`config.mk`:
```
export PLATFORM = sky130hd
export DESIGN_NAME = column_caster
export DESIGN_NICKNAME = d
export VERILOG_FILES = /design/src/rtl/column_caster.sv
export SDC_FILE = /design/constraint.sdc
export NUM_CORES = 1
export LEC_CHECK = 0
export BUFFER_PORTS_ARGS = -buffer_cell sky130_fd_sc_hd__buf_4
export CORE_ASPECT_RATIO = 1.25
export CORE_MARGIN = 2
export CORE_UTILIZATION = 46
export CTS_CLUSTER_SIZE = 25
export DETAILED_ROUTE_END_ITERATION = 10
export PLACE_DENSITY = 0.84
export SETUP_SLACK_MARGIN = 0.4
export SYNTH_ARGS = -nofsm -noshare
export SYNTH_HDL_FRONTEND = slang
export SYNTH_SLANG_ARGS = --single-unit
```
`constraint.sdc`:
```
create_clock -name clock -period 2.43 [get_ports clock]
set_input_delay 0.486 -clock clock [delete_from_list [all_inputs] [get_ports clock]]
set_output_delay 0.486 -clock clock [all_outputs]
set_load 0.005 [all_outputs]
```
`src/rtl/column_caster.sv`:
```
// Casts one ray per screen column through an external ray tracer and emits one record per column.
// Latency: ISSUE + trace time + OUTPUT per column; frame_done one cycle after the last record is accepted.
// Backpressure: holds the column record with col_valid until col_ready; no new ray is issued meanwhile.
module column_caster #(
   parameter int NUM_COLS  = 160,
   parameter int COL_SHIFT = 2,
   parameter int HALF_FOV  = 20
) (
   input  logic        clock,
   input  logic        reset,
   input  logic        i_frame_start,
   input  logic [13:0] i_player_x,
   input  logic [12:0] i_player_y,
   input  logic [7:0]  i_player_angle,
   output logic        o_busy,
   output logic        o_frame_done,
   output logic        o_rt_start,
   output logic [13:0] o_rt_x,
   output logic [12:0] o_rt_y,
   output logic [7:0]  o_rt_angle,
   input  logic        i_rt_done,
   input  logic [5:0]  i_rt_result_x,
   input  logic [4:0]  i_rt_result_y,
   output logic        o_col_valid,
   input  logic        i_col_ready,
   output logic [7:0]  o_col_index,
   output logic [5:0]  o_col_hit_x,
   output logic [4:0]  o_col_hit_y,
   output logic [11:0] o_col_dist
);

   typedef enum logic [2:0] {
      IDLE,
      ISSUE,
      WAIT_RT,
      OUTPUT,
      FRAME_DONE
   } state_t;

   localparam logic [7:0]  LAST_COL = 8'(NUM_COLS - 1);
   localparam logic [7:0]  FOV_OFS  = 8'(HALF_FOV);
   localparam logic [11:0] DIST_MAX = 12'hFFF;

   state_t      r_state;
   logic [13:0] r_pose_x;
   logic [12:0] r_pose_y;
   logic [7:0]  r_pose_angle;
   logic [7:0]  r_col;
   logic [11:0] r_dist;
   logic        r_rt_start;
   logic        r_col_valid;
   logic        r_frame_done;
   logic [5:0]  r_col_hit_x;
   logic [4:0]  r_col_hit_y;
   logic [11:0] r_col_dist;

   logic [7:0]  w_rt_angle;
   logic        w_handshake;

   // Ray angle derives only from registered pose and column, so it is stable for the whole ray.
   assign w_rt_angle  = r_pose_angle - FOV_OFS + (r_col >> COL_SHIFT);
   assign w_handshake = r_col_valid & i_col_ready;

   // Frame sequencer: one ray in flight, record held until accepted, all outputs registered.
   always_ff @(posedge clock) begin
      if (reset) begin
         r_state      <= IDLE;
         r_pose_x     <= '0;
         r_pose_y     <= '0;
         r_pose_angle <= '0;
         r_col        <= '0;
         r_dist       <= '0;
         r_rt_start   <= 1'b0;
         r_col_valid  <= 1'b0;
         r_frame_done <= 1'b0;
         r_col_hit_x  <= '0;
         r_col_hit_y  <= '0;
         r_col_dist   <= '0;
      end else begin
         case (r_state)
            IDLE: begin
               // A stale rt_done here is deliberately ignored.
               if (i_frame_start) begin
                  r_pose_x     <= i_player_x;
                  r_pose_y     <= i_player_y;
                  r_pose_angle <= i_player_angle;
                  r_col        <= '0;
                  r_rt_start   <= 1'b1;
                  r_state      <= ISSUE;
               end
            end
            ISSUE: begin
               r_rt_start <= 1'b0;
               r_dist     <= '0;
               r_state    <= WAIT_RT;
            end
            WAIT_RT: begin
               if (i_rt_done) begin
                  r_col_hit_x <= i_rt_result_x;
                  r_col_hit_y <= i_rt_result_y;
                  r_col_dist  <= r_dist;
                  r_col_valid <= 1'b1;
                  r_state     <= OUTPUT;
               end else if (r_dist != DIST_MAX) begin
                  r_dist <= r_dist + 12'd1;
               end
            end
            OUTPUT: begin
               if (w_handshake) begin
                  r_col_valid <= 1'b0;
                  if (r_col == LAST_COL) begin
                     r_frame_done <= 1'b1;
                     r_state      <= FRAME_DONE;
                  end else begin
                     r_col      <= r_col + 8'd1;
                     r_rt_start <= 1'b1;
                     r_state    <= ISSUE;
                  end
               end
            end
            FRAME_DONE: begin
               r_frame_done <= 1'b0;
               r_state      <= IDLE;
            end
            default: begin
               r_rt_start   <= 1'b0;
               r_col_valid  <= 1'b0;
               r_frame_done <= 1'b0;
               r_state      <= IDLE;
            end
         endcase
      end
   end

   assign o_busy       = (r_state != IDLE);
   assign o_frame_done = r_frame_done;
   assign o_rt_start   = r_rt_start;
   assign o_rt_x       = r_pose_x;
   assign o_rt_y       = r_pose_y;
   assign o_rt_angle   = w_rt_angle;
   assign o_col_valid  = r_col_valid;
   assign o_col_index  = r_col;
   assign o_col_hit_x  = r_col_hit_x;
   assign o_col_hit_y  = r_col_hit_y;
   assign o_col_dist   = r_col_dist;

endmodule

```
Word-level counts from Yosys, hierarchy flattened
Index checks and enable logic that the tools add are counted.
Word-level totals
  bits in registers: 84
  bits of input ports: 51
  output and inout port bits: 70
  word-level logic and storage cells: 70
Cells by class
  add/subtract/negate cells: 4
  eq/ne operators: 13
  muxes and demuxes: 22
  bitwise logic cells: 4
  reductions and logical operators: 15
Operators with widths (count)
  12-bit 2-to-1 mux: 2
  8-bit 2-to-1 mux: 3
  12-bit one-hot mux with 2 select lines: 1
  8-bit one-hot mux with 2 select lines: 1
  2-bit != test (second input constant): 7
  12-bit by 1-bit adder with 12-bit output (second input constant): 1
  3-bit 2-to-1 mux: 4
  12-bit != test (second input constant): 1
  3-bit one-hot mux with 4 select lines: 1
  3-bit AND reduction: 4
  8-bit by 1-bit adder with 8-bit output (second input constant): 1
  8-bit by 6-bit adder with 8-bit output: 1
  8-bit == test (second input constant): 1
  4-bit AND reduction: 2
  8-bit by 5-bit subtractor with 8-bit output (second input constant): 1
  1-bit 2-to-1 mux: 7
  3-bit by 2-bit == test with 1-bit output (second input constant): 2
  1-bit one-hot mux with 3 select lines: 2
  3-bit OR reduction: 2
  2-bit AND reduction: 2
  2-bit nonzero test: 2
  3-bit by 1-bit == test with 1-bit output (second input constant): 1
  3-bit == test (second input constant): 1
  3-bit zero test: 1
  5 further kinds: 7

Logic depth before layout (Yosys ltp)
Gate-level depths: netlist of run 1.
  depth in word-level cells: 4
  mapped depth: 8
  depth with buffers taken out: 8

Least setup slack after synthesis of run 1
No wires, ideal clock.
  kind: reg2out
  from: reg r_col[5] (netlist: o_col_index[5])
  to: out o_rt_angle[7]
  data arrival time: 2.027 ns
  required time: 1.944 ns
  setup slack: -0.083 ns
  stages on the path, launching flop included: 9
  path buffers: 0
  path through: dfxtp_1 -> inv_1 -> ha_1 -> inv_1 -> ha_1 -> nor2b_1 -> o31a_1 -> or4_1 -> nand3_1
On the way
  longest elaborated chain between the ends: 1
Ends and longest elaborated chain
  start, declared: line 48  | logic [7:0] r_col;
  start signal, assigned: line 115  | r_col <= r_col + 8'd1;
  8-bit by 6-bit adder with 8-bit output: line 61  | assign w_rt_angle = r_pose_angle - FOV_OFS + (r_col >> COL_SHIFT);
  end, declared: line 20  | output logic [7:0] o_rt_angle,
No other way between the ends.

Final worst setup path of run 1
  from: reg r_col[3] (netlist: o_col_index[3])
  to: out o_rt_angle[7]
The elaborated chain is that of the path after synthesis.

==> metrics.cfg, run 1 <==
[status]
status=complete, but fails checks
violations=setup timing

[power_and_ir_drop]
pwr-share-comb=0.204
seq_power_share=0.483
power.density_nw_per_um2=591
ir_worst_vdd_mv=0.454
p_int_mw=2.26
clkPwrFrac=0.313
p_sw_frac=0.278
power_switching_mw=0.871
leakage_nw=2.22

[cts]
insertion_delay_ns=0.36
cts_buffer_depth=2
cts_htree_levels=3
cts_inserted_buffers=9
cts_tree=yes
cts.sinks=84
cts.clk_slew.worst_paths_ns=0.09
cts_root_buf=clkbuf_8

[setup_path]
path_class=flop to output pin
cp.required_ns=1.94
r2r_setup_slack_ns=0.53
worstPathArrival_ns=2.40
start_kind=flop
end_kind=output pin
crit_path_max_fanout=2

[yosys]
synthCells=488
yosys.area_share.xor_xnor=0.00915
synth_top_family_by_area=simple AND/OR/NAND/NOR gates
synthSimpleGateAreaFrac=0.248
syn_avg_cell_area_um2=7.85
seq_area_frac_synth=0.439
ys_dominant_reg_cell=dfxtp_1
ys_seq_elements=84
muxShareOfSynthArea=0.0216
synth_edf_count=0
synth_nets=554
yosys_warnings=0
synth_area_um2=3830
synth_fa_ha_area_frac=0.0510
synth_compound_area_frac=0.176
synth_cell_types=53
async_flop_share=0

[placed_design]
placed_area_um2=4930
dp_hpwl_mm=7.31
post-place-ws_ns=-0.0809
port_buffers=120
gp_congestion=0.888

[layout]
fin_nets=682
final_common_cell=buf_4
drive_above_1_share=0.317
fin_util=0.651
area_delta_synth_final_pct=38.6
final_area_um2=5310
antennaDiodeCount=0
final_cell_mix=buf_4 (137), nand2_1 (136), dfxtp_1 (76)

[sta]
layout_min_cycle_time_ns=2.88
worst_pin_slew_ns=0.644
setup_violations=5
skew_ns=0.0145
finalCritPeriodShare=1.19
slew_headroom=0.570
drv_slew=0
worst_slack_ns=-0.453
hold_violations=0
rsz0062_at_grt=true
fin_setup_tns_ns=-1.72
timing.fmax_mhz=347

[global_route]
grt_usage=0.229
grt_pass1_vias=3921
grt_pass1_wl_mm=17.0
grt_max_degree=36
grt_overflow_total=0
grt_antenna_before_repair=0

[job]
maxCapViolations=0

[die]
fp-row-count=37
core_area_um2=8150
io_pins=121
initial_core_util=0.470
die_w_um=85.6
die_h_um=106
dieArea_um2=9070

[detailed_routing]
viasPerCell=5.45
antenna_left=0
drt_iter0_markers=253
dr_total_vias=3916
drt-pass1-iter-count=4
avgRoutedWirePerCell_um=14.6
wl_mm=10.5
drc=0

[min_path]
min_path_type=input port to flop

[critical path: stages (launching register included)]
cell and delay (ns):
dfxtp_2 0.35, ha_4 0.25, ha_4 0.16, inv_2 0.06
fa_2 0.25, nor2b_4 0.05, o31a_1 0.26, or4_4 0.49
nand3_2 0.08, buf_6 0.09
[per-stage QoR]
stage	instances	hold WS, ns	total power, mW
after floorplan	488	0.436	1.85
after global placement	695	0.442	2.11
after detailed placement	695	0.448	2.14
after CTS	716	0.360	3.13
after global routing	718	0.355	3.31
final	718	0.365	3.13
[synthesized netlist by cell type (all sizes together) (2+ instances only)]
library cell | instances | area share
nor2 | 14 | 0.014
xnor2 | 3 | 0.0069
and3 | 6 | 0.0098
clkbuf | 20 | 0.020
mux2 | 2 | 0.0059
dfxtp | 84 | 0.44
o22a | 3 | 0.0069
buf | 9 | 0.011
nor3b | 4 | 0.0091
or4 | 4 | 0.0078
and2 | 3 | 0.0049
o21a | 6 | 0.012
a211oi | 6 | 0.012
inv | 23 | 0.023
o211ai | 2 | 0.0039
nand2 | 137 | 0.13
ha | 14 | 0.046
and4 | 3 | 0.0069
a311oi | 2 | 0.0046
or3 | 4 | 0.0065
nor2b | 4 | 0.0065
mux2i | 6 | 0.016
nand3 | 11 | 0.014
o21ai | 7 | 0.0091
nor4 | 3 | 0.0049
o31ai | 3 | 0.0059
nand2b | 2 | 0.0033
a21oi | 73 | 0.095
or2 | 2 | 0.0033
nand4 | 3 | 0.0049
nor3 | 7 | 0.0091
[worst paths after layout]
kind                                             startpoint                      endpoint  depth (start not counted)
worst min-delay path                      i_player_angle[0]  r_pose_angle[0]$_SDFFE_PP0P_                          3
worst max-delay path            o_col_index[3]$_SDFFE_PP0P_                 o_rt_angle[7]                          9
worst max register to register      r_state[2]$_SDFFE_PP0P_        r_dist[9]$_SDFFE_PP0P_                          4
worst min register to register       o_rt_y[9]$_SDFFE_PP0P_        o_rt_y[9]$_SDFFE_PP0P_                          2
[routing by layer]
layer	part of all wire	GRT usage	wire length, um
met4	0.029	0.102	301
met3	0.071	0.0427	744
met1	0.40	0.265	4150
met5	0	0	0
met2	0.50	0.404	5260
[power groups by stage]
stage / combinational (mW) / clock [mW] / sequential (mW)
after floorplan: 0.332 / 0 / 1.52
after global placement: 0.576 / 0 / 1.54
after detailed placement: 0.596 / 0 / 1.54
after CTS: 0.616 / 1.00 / 1.51
after global routing: 0.705 / 1.08 / 1.53
final: 0.640 / 0.979 / 1.51
[registers in the layout (all words and copies together) (netlist names), 5 cells and up]
signal,flops
r_pose_angle,8
o_rt_x,14
o_col_index,8
o_col_hit_x,6
o_rt_y,13
r_dist,12
o_col_dist,12
o_col_hit_y,5
[kinds of logic (layout without fill, tap and decap cells)]
| group | after synthesis | in the layout |
|---|---|---|
| xor gates and xnor gates | 4 | 4 |
| AOI/OAI and AO/OA | 114 | 114 |
| adders and majority gates | 15 | 15 |
| muxes | 8 | 8 |
| and+or+nand+nor | 210 | 210 |
| DFF | 84 | 84 |
| buffers and inverters | 53 | 186 |
[layout make-up]
cell class / count / area [um^2]
repair buffers: 146 / 1130
inverters: 24 / 90.1
clock inverters: 2 / 15.0
well taps: 97 / 121
flip-flops and latches: 84 / 1700
multi-input cells: 351 / 2070
fillers: 675 / 2840
clock buffers: 14 / 184
[timing repair]
action / in CTS / in global routing
pin swaps: 9 / 8
gates resized for setup: 19 / 12
setup buffers: 5 / 2
hold buffers: 0 / 0
endpoints found under the setup margin: 9 / 10
gates cloned: 0 / 0
(Power assumes the default switching activity.)
==> inputs of run 2 (changes only) <==
--- a/config.mk
+++ b/config.mk
@@ -12,7 +12,7 @@
 export CTS_CLUSTER_SIZE = 25
 export DETAILED_ROUTE_END_ITERATION = 10
 export PLACE_DENSITY = 0.84
-export SETUP_SLACK_MARGIN = 0.4
+export SETUP_SLACK_MARGIN = 0.15
 export SYNTH_ARGS = -nofsm -noshare
 export SYNTH_HDL_FRONTEND = slang
 export SYNTH_SLANG_ARGS = --single-unit
==> run 2 against run 1 <==
Compared with the run above: the flow still finishes with violations (setup timing); utilization decreased by 1.5 points; final area decreased by 2.3%; fmax increased by 2.6%; critical path depth unchanged; wire length decreased by 5.7%; global-route usage decreased by 0.71 points.
==> metrics.cfg, run 2 (synthesis results as in run 1) <==
[layout]
antennaDiodeCount=0  ; unchanged
final_cell_mix=nand2_1 (137), buf_4 (136), dfxtp_1 (82)
area_delta_synth_final_pct=35.4
fin_nets=676  ; -0.88%
drive_above_1_share=0.283  ; -0.0343
largest_reg_flops=14  ; unchanged
final_common_cell=nand2_1

[sta]
skew_ns=0.0147  ; +0.000242 ns
rsz0062_at_grt=true
layout_min_cycle_time_ns=2.81  ; -0.0720 ns
slew_headroom=0.560  ; -0.0106
finalCritPeriodShare=1.16  ; -0.0296
whs_ns=0.369  ; +0.00398 ns
worst_pin_slew_ns=0.660  ; +0.0158 ns
hold_violations=0  ; unchanged
worst_slack_ns=-0.381  ; +0.0720 ns
setup_violations=4  ; -1
timing.fmax_mhz=356  ; +2.6%
drv_slew=0  ; unchanged

[placed_design]
gp_congestion=0.858  ; -3.4%
port_buffers=120  ; unchanged
dp_hpwl_mm=7.29  ; -0.28%

[setup_path]
crit_path_max_fanout=2  ; unchanged
start_kind=flop
slowest_stage=or4_1
worstPathArrival_ns=2.33  ; -0.07 ns
critPathTopFamily=adder cells
path_class=flop to output pin
cpMostUsedCell=ha_4
cp_num_buf_inv=2  ; unchanged
slowest_delay_ns=0.46  ; -0.03 ns
path_cells=ha_4 -> ha_4 -> inv_2 -> fa_2 -> nor2b_4 -> o31a_1 -> or4_1 -> nand3_1 -> buf_4
end_kind=output pin
cp.required_ns=1.94  ; about the same

[global_route]
grt_use_met1=0.258  ; -0.00671
grt_pass1_vias=3756  ; -4.2%
grt_max_degree=42  ; +17%
grt_use_met3=0.0474  ; +0.00466
grt_antenna_before_repair=0  ; unchanged
grt_pass1_wl_mm=16.5  ; -3.1%
grt_usage=0.221  ; -0.00709
grt_overflow_total=0  ; unchanged
met2_usage=0.381  ; -0.0229
grt-busiest-layer=met2

[cts]
hold_buffers=0  ; unchanged
cts_buffer_depth=2  ; unchanged
cts.clk_slew.worst_paths_ns=0.09  ; about the same
cts_tree=yes
insertion_delay_ns=0.36  ; about the same
cts_root_buf=clkbuf_8
cts_inserted_buffers=9  ; unchanged
cts_htree_levels=3  ; unchanged
cts.sinks=84  ; unchanged

[detailed_routing]
viasPerCell=5.36  ; -1.8%
avgRoutedWirePerCell_um=13.8  ; -4.9%
drc=0  ; unchanged
drt_iter0_markers=191  ; -25%
dr_total_vias=3815  ; -2.6%
drt-pass1-iter-count=4  ; unchanged
wl_mm=9.86  ; -5.7%
antenna_left=0  ; unchanged

[die]
io_pins=121  ; unchanged
die_h_um=106  ; unchanged
fp-row-count=37  ; unchanged
core_area_um2=8150  ; unchanged
die_w_um=85.6  ; unchanged
dieArea_um2=9070  ; unchanged
initial_core_util=0.470  ; unchanged

[min_path]
min_path_type=input port to flop

[power_and_ir_drop]
leakage_nw=2.16  ; -2.4%
power.density_nw_per_um2=602  ; +1.9%
power.total_mw=3.12  ; -0.45%
ir_worst_vdd_mv=0.432  ; -4.8%

[status]
violations=setup timing
status=complete, but fails checks

[job]
maxCapViolations=0  ; unchanged

[run 2: changes by cell type in the layout (fill, tap and decap cells not counted), moves of 2 or more]
cell / previous run / this run
a21oi_2: 2 / 0
dfxtp_2: 6 / 1
buf_6: 9 / 3
a21oi_1: 70 / 72
clkbuf_8: 11 / 9
clkinv_4: 0 / 2
dfxtp_1: 76 / 82
[run 2: where the power goes]
part	switching (mW)	internal, mW
Clock	0.506	0.480
Combinational	0.306	0.317
Sequential	0.0606	1.45
[run 2: cell type report]
type	instances	area, um^2
Sequential cell	84	1690
Fill cell	729	2970
Multi-Input combinational cell	351	2020
Inverter	24	90.1
Clock buffer	11	131
Tap cell	97	121
Clock inverter	5	61.3
Timing Repair Buffer	140	1070
[run 2: repair_timing]
action | in CTS | in global routing
gates resized for setup | 11 | 0
endpoints found under the hold margin | 0 | 0
pin swaps | 1 | 0
buffers inserted | 1 | 0
setup endpoints to repair | 6 | 6
[run 2: path summary, 6_finish.rpt]
| check | start | endpoint | slack [ns] | cells after the start |
|---|---|---|---|---|
| worst max-delay path | o_col_index[3]$_SDFFE_PP0P_ | o_rt_angle[7] | -0.38 | 9 |
| worst min-delay path | i_player_y[8] | o_rt_y[8]$_SDFFE_PP0P_ | 0.37 | 3 |
| worst max register to register | r_state[1]$_SDFFE_PP0P_ | r_dist[4]$_SDFFE_PP0P_ | 0.40 | 4 |
| worst min register to register | o_rt_x[4]$_SDFFE_PP0P_ | o_rt_x[4]$_SDFFE_PP0P_ | 0.46 | 2 |
[run 2: worst reg2reg max path: cells and delay by family, from the launching register on]
kind	cells	cell delay (ns)
AOI/OAI and AO/OA	2	0.37
DFF	1	0.65
and+or+nand+nor	2	0.94
[run 2: layer usage]
| layer | part of all wire | vias up |
|---|---|---|
| met5 | 0 | - |
| li1 | - | 1902 |
| met2 | 0.51 | 148 |
| met3 | 0.075 | 20 |
| met4 | 0.022 | 0 |
| met1 | 0.39 | 1745 |
[run 2: metrics by stage]
step                      setup TNS [ns]  cell area, um^2  std cells  setup WS (ns)  utilization
after global placement                 0             4920        695        0.00437        0.604
after floorplan                        0             3860        488         0.0589            -
final                              -1.03             5180        712         -0.381        0.636
after CTS                          -1.04             5180        712         -0.408        0.636
after detailed placement         -0.0337             4920        695        -0.0337        0.604
after global routing               -1.44             5180        712         -0.487        0.636
==> inputs of run 3 (changes only) <==
--- a/config.mk
+++ b/config.mk
@@ -11,6 +11,7 @@
 export CORE_UTILIZATION = 46
 export CTS_CLUSTER_SIZE = 25
 export DETAILED_ROUTE_END_ITERATION = 10
+export MAX_ROUTING_LAYER = met4
 export PLACE_DENSITY = 0.84
 export SETUP_SLACK_MARGIN = 0.15
 export SYNTH_ARGS = -nofsm -noshare
==> run 3 against run 2 <==
Compared with the run above: the flow still finishes with violations (setup timing); first-iteration DRC count up 2.6%; critical path depth did not move; worst setup slack is essentially flat; total power fell by 0.13%; clock power shrank 0.5%; final cell count unchanged; via count down 0.10%; hold slack better by 0.00053 ns; global-route usage grew 0.59 points; sequential share of layout area unchanged; die area is the same; critical endpoint unchanged; largest cell class unchanged.
==> metrics.cfg, run 3 (synthesis results as in run 1) <==
[die]
initial_core_util=0.470  ; unchanged
die_h_um=106  ; unchanged
io_pins=121  ; unchanged
core_area_um2=8150  ; unchanged
dieArea_um2=9070  ; unchanged
die_w_um=85.6  ; unchanged
fp-row-count=37  ; unchanged

[sta]
setup_violations=4  ; unchanged
worst_pin_slew_ns=0.659  ; -0.000283 ns
layout_min_cycle_time_ns=2.81  ; +0.000357 ns
drv_slew=0  ; unchanged
hold_violations=0  ; unchanged
finalCritPeriodShare=1.16  ; about the same
worst_slack_ns=-0.381  ; -0.000357 ns
rsz0062_at_grt=true
skew_ns=0.0143  ; -0.000404 ns
fin_setup_tns_ns=-1.02  ; +0.00223 ns
timing.fmax_mhz=356  ; about the same
slew_headroom=0.560  ; about the same

[layout]
fin_cells=712  ; unchanged
multi_input_area_um2=2020  ; unchanged
fill_cells=729  ; unchanged
fin_nets=676  ; unchanged
area_delta_synth_final_pct=35.4  ; unchanged
final_common_cell=nand2_1
final_cell_mix=nand2_1 (137), buf_4 (136), dfxtp_1 (82)
antennaDiodeCount=0  ; unchanged
regArea_um2=1690  ; unchanged
largest_reg_flops=14  ; unchanged
drive_above_1_share=0.283  ; unchanged

[global_route]
grt_antenna_before_repair=0  ; unchanged
grt_pass1_wl_mm=16.5  ; -0.13%
grt_usage=0.227  ; +0.00592
grt_pass1_vias=3755  ; -0.027%
grt_overflow_total=0  ; unchanged
grt_max_degree=42  ; unchanged

[setup_path]
path_cells=ha_4 -> ha_4 -> inv_2 -> fa_2 -> nor2b_4 -> o31a_1 -> or4_1 -> nand3_1 -> buf_4
worstPathArrival_ns=2.33  ; about the same
path_class=flop to output pin
crit_end=o_rt_angle[7]
slowest_delay_ns=0.46  ; about the same
critPathLaunch=o_col_index[3]$_SDFFE_PP0P_
crit_path_max_fanout=2  ; unchanged
start_kind=flop
cp.required_ns=1.94  ; about the same
cpMostUsedCell=ha_4
r2r_start=r_state[1]$_SDFFE_PP0P_
rr_worst_depth=4  ; unchanged
critPathTopFamily=adder cells
end_kind=output pin
worstSetupPathDepth=9  ; unchanged
r2r_setup_slack_ns=0.40  ; about the same
reg2reg_to=r_dist[4]$_SDFFE_PP0P_
slowest_stage=or4_1
cp_num_buf_inv=2  ; unchanged

[cts]
cts.clk_slew.worst_paths_ns=0.09  ; about the same
cts.sinks=84  ; unchanged
insertion_delay_ns=0.35  ; about the same
cts_root_buf=clkbuf_8
cts_inserted_buffers=9  ; unchanged
cts_htree_levels=3  ; unchanged
cts_buffer_depth=2  ; unchanged
cts_tree=yes

[power_and_ir_drop]
seq_power_share=0.485  ; about the same
leakage_nw=2.16  ; unchanged
pwr-share-comb=0.201  ; about the same
p_int_mw=2.25  ; about the same
power.density_nw_per_um2=601  ; -0.13%
power_switching_mw=0.869  ; -0.44%
ir_worst_vdd_mv=0.431  ; -0.25%
clkPwrFrac=0.315  ; about the same
p_sw_frac=0.279  ; -0.000878

[detailed_routing]
drt_iter0_markers=196  ; +2.6%
drt-pass1-iter-count=4  ; unchanged
avgRoutedWirePerCell_um=13.9  ; +0.10%
wl_mm=9.87  ; +0.10%
dr_total_vias=3811  ; -0.10%
antenna_left=0  ; unchanged
drc=0  ; unchanged
viasPerCell=5.35  ; -0.10%

[placed_design]
dp_hpwl_mm=7.29  ; unchanged
gp_congestion=0.872  ; +1.6%
dp.cells=695  ; unchanged
port_buffers=120  ; unchanged

[status]
status=complete, but fails checks
violations=setup timing

[min_path]
hold_depth=3  ; unchanged
min_path_type=input port to flop

[job]
maxCapViolations=0  ; unchanged

[run 3: cell counts in the layout (fill, tap and decap cells not counted)]
Identical to the previous run, type by type.
[run 3: timing repair]
item	in CTS	in global routing
endpoints found under the hold margin	0	0
pin swaps	1	0
hold buffers	0	0
buffers inserted	1	0
gates resized for setup	11	0
setup endpoints to repair	6	6
[run 3: how the worst min path moves through the flow]
stage	start	end	slack, ns
2_1_floorplan	r_pose_angle[2]$_SDFFE_PP0P_	r_pose_angle[2]$_SDFFE_PP0P_	0.44
5_1_grt	i_player_x[13]	o_rt_x[13]$_SDFFE_PP0P_	0.36
4_1_cts	i_player_y[0]	o_rt_y[0]$_SDFFE_PP0P_	0.36
3_3_place_gp	o_col_hit_y[4]$_SDFFE_PP0P_	o_col_hit_y[4]$_SDFFE_PP0P_	0.44
6_report	i_player_y[8]	o_rt_y[8]$_SDFFE_PP0P_	0.37
3_5_place_dp	r_pose_angle[3]$_SDFFE_PP0P_	r_pose_angle[3]$_SDFFE_PP0P_	0.45
[run 3: area by class of cell]
cell class,count,area share
clock buffers,11,0.0254
clock inverters,5,0.0118
inverters,24,0.0174
multi-input cells,351,0.389
flip-flops and latches,84,0.325
well taps,97,0.0234
repair buffers,140,0.207
[run 3: through the flow]
stage	setup WS, ns	util	power, mW	hold slack, ns	area, um^2
global route	-0.487	0.636	3.27	0.359	5180
CTS	-0.408	0.636	3.15	0.357	5180
finish	-0.381	0.636	3.11	0.370	5180
global placement	0.00437	0.604	2.12	0.442	4920
detailed placement	-0.0337	0.604	2.15	0.447	4920
floorplan	0.0589	-	1.85	0.436	3860
[run 3: worst reg2reg max path: cells and delay by family (launching register included)]
family / cells / cell delay, ns
simple gates: 2 / 0.94
flops: 1 / 0.65
compound gates: 2 / 0.37
[run 3: layer usage]
layer | GRT usage | up-vias | part of all wire
met2 | 0.381 | 137 | 0.50
met4 | 0.108 | 0 | 0.024
met5 | - | - | 0
met1 | 0.262 | 1750 | 0.41
met3 | 0.0396 | 22 | 0.065
li1 | - | 1902 | -
[run 3: power groups by stage]
stage / Sequential, mW / Combinational (mW) / Clock (mW)
2_1_floorplan: 1.52 / 0.330 / 0
3_3_place_gp: 1.54 / 0.589 / 0
3_5_place_dp: 1.54 / 0.610 / 0
4_1_cts: 1.51 / 0.630 / 1.01
5_1_grt: 1.52 / 0.694 / 1.06
6_report: 1.51 / 0.625 / 0.981
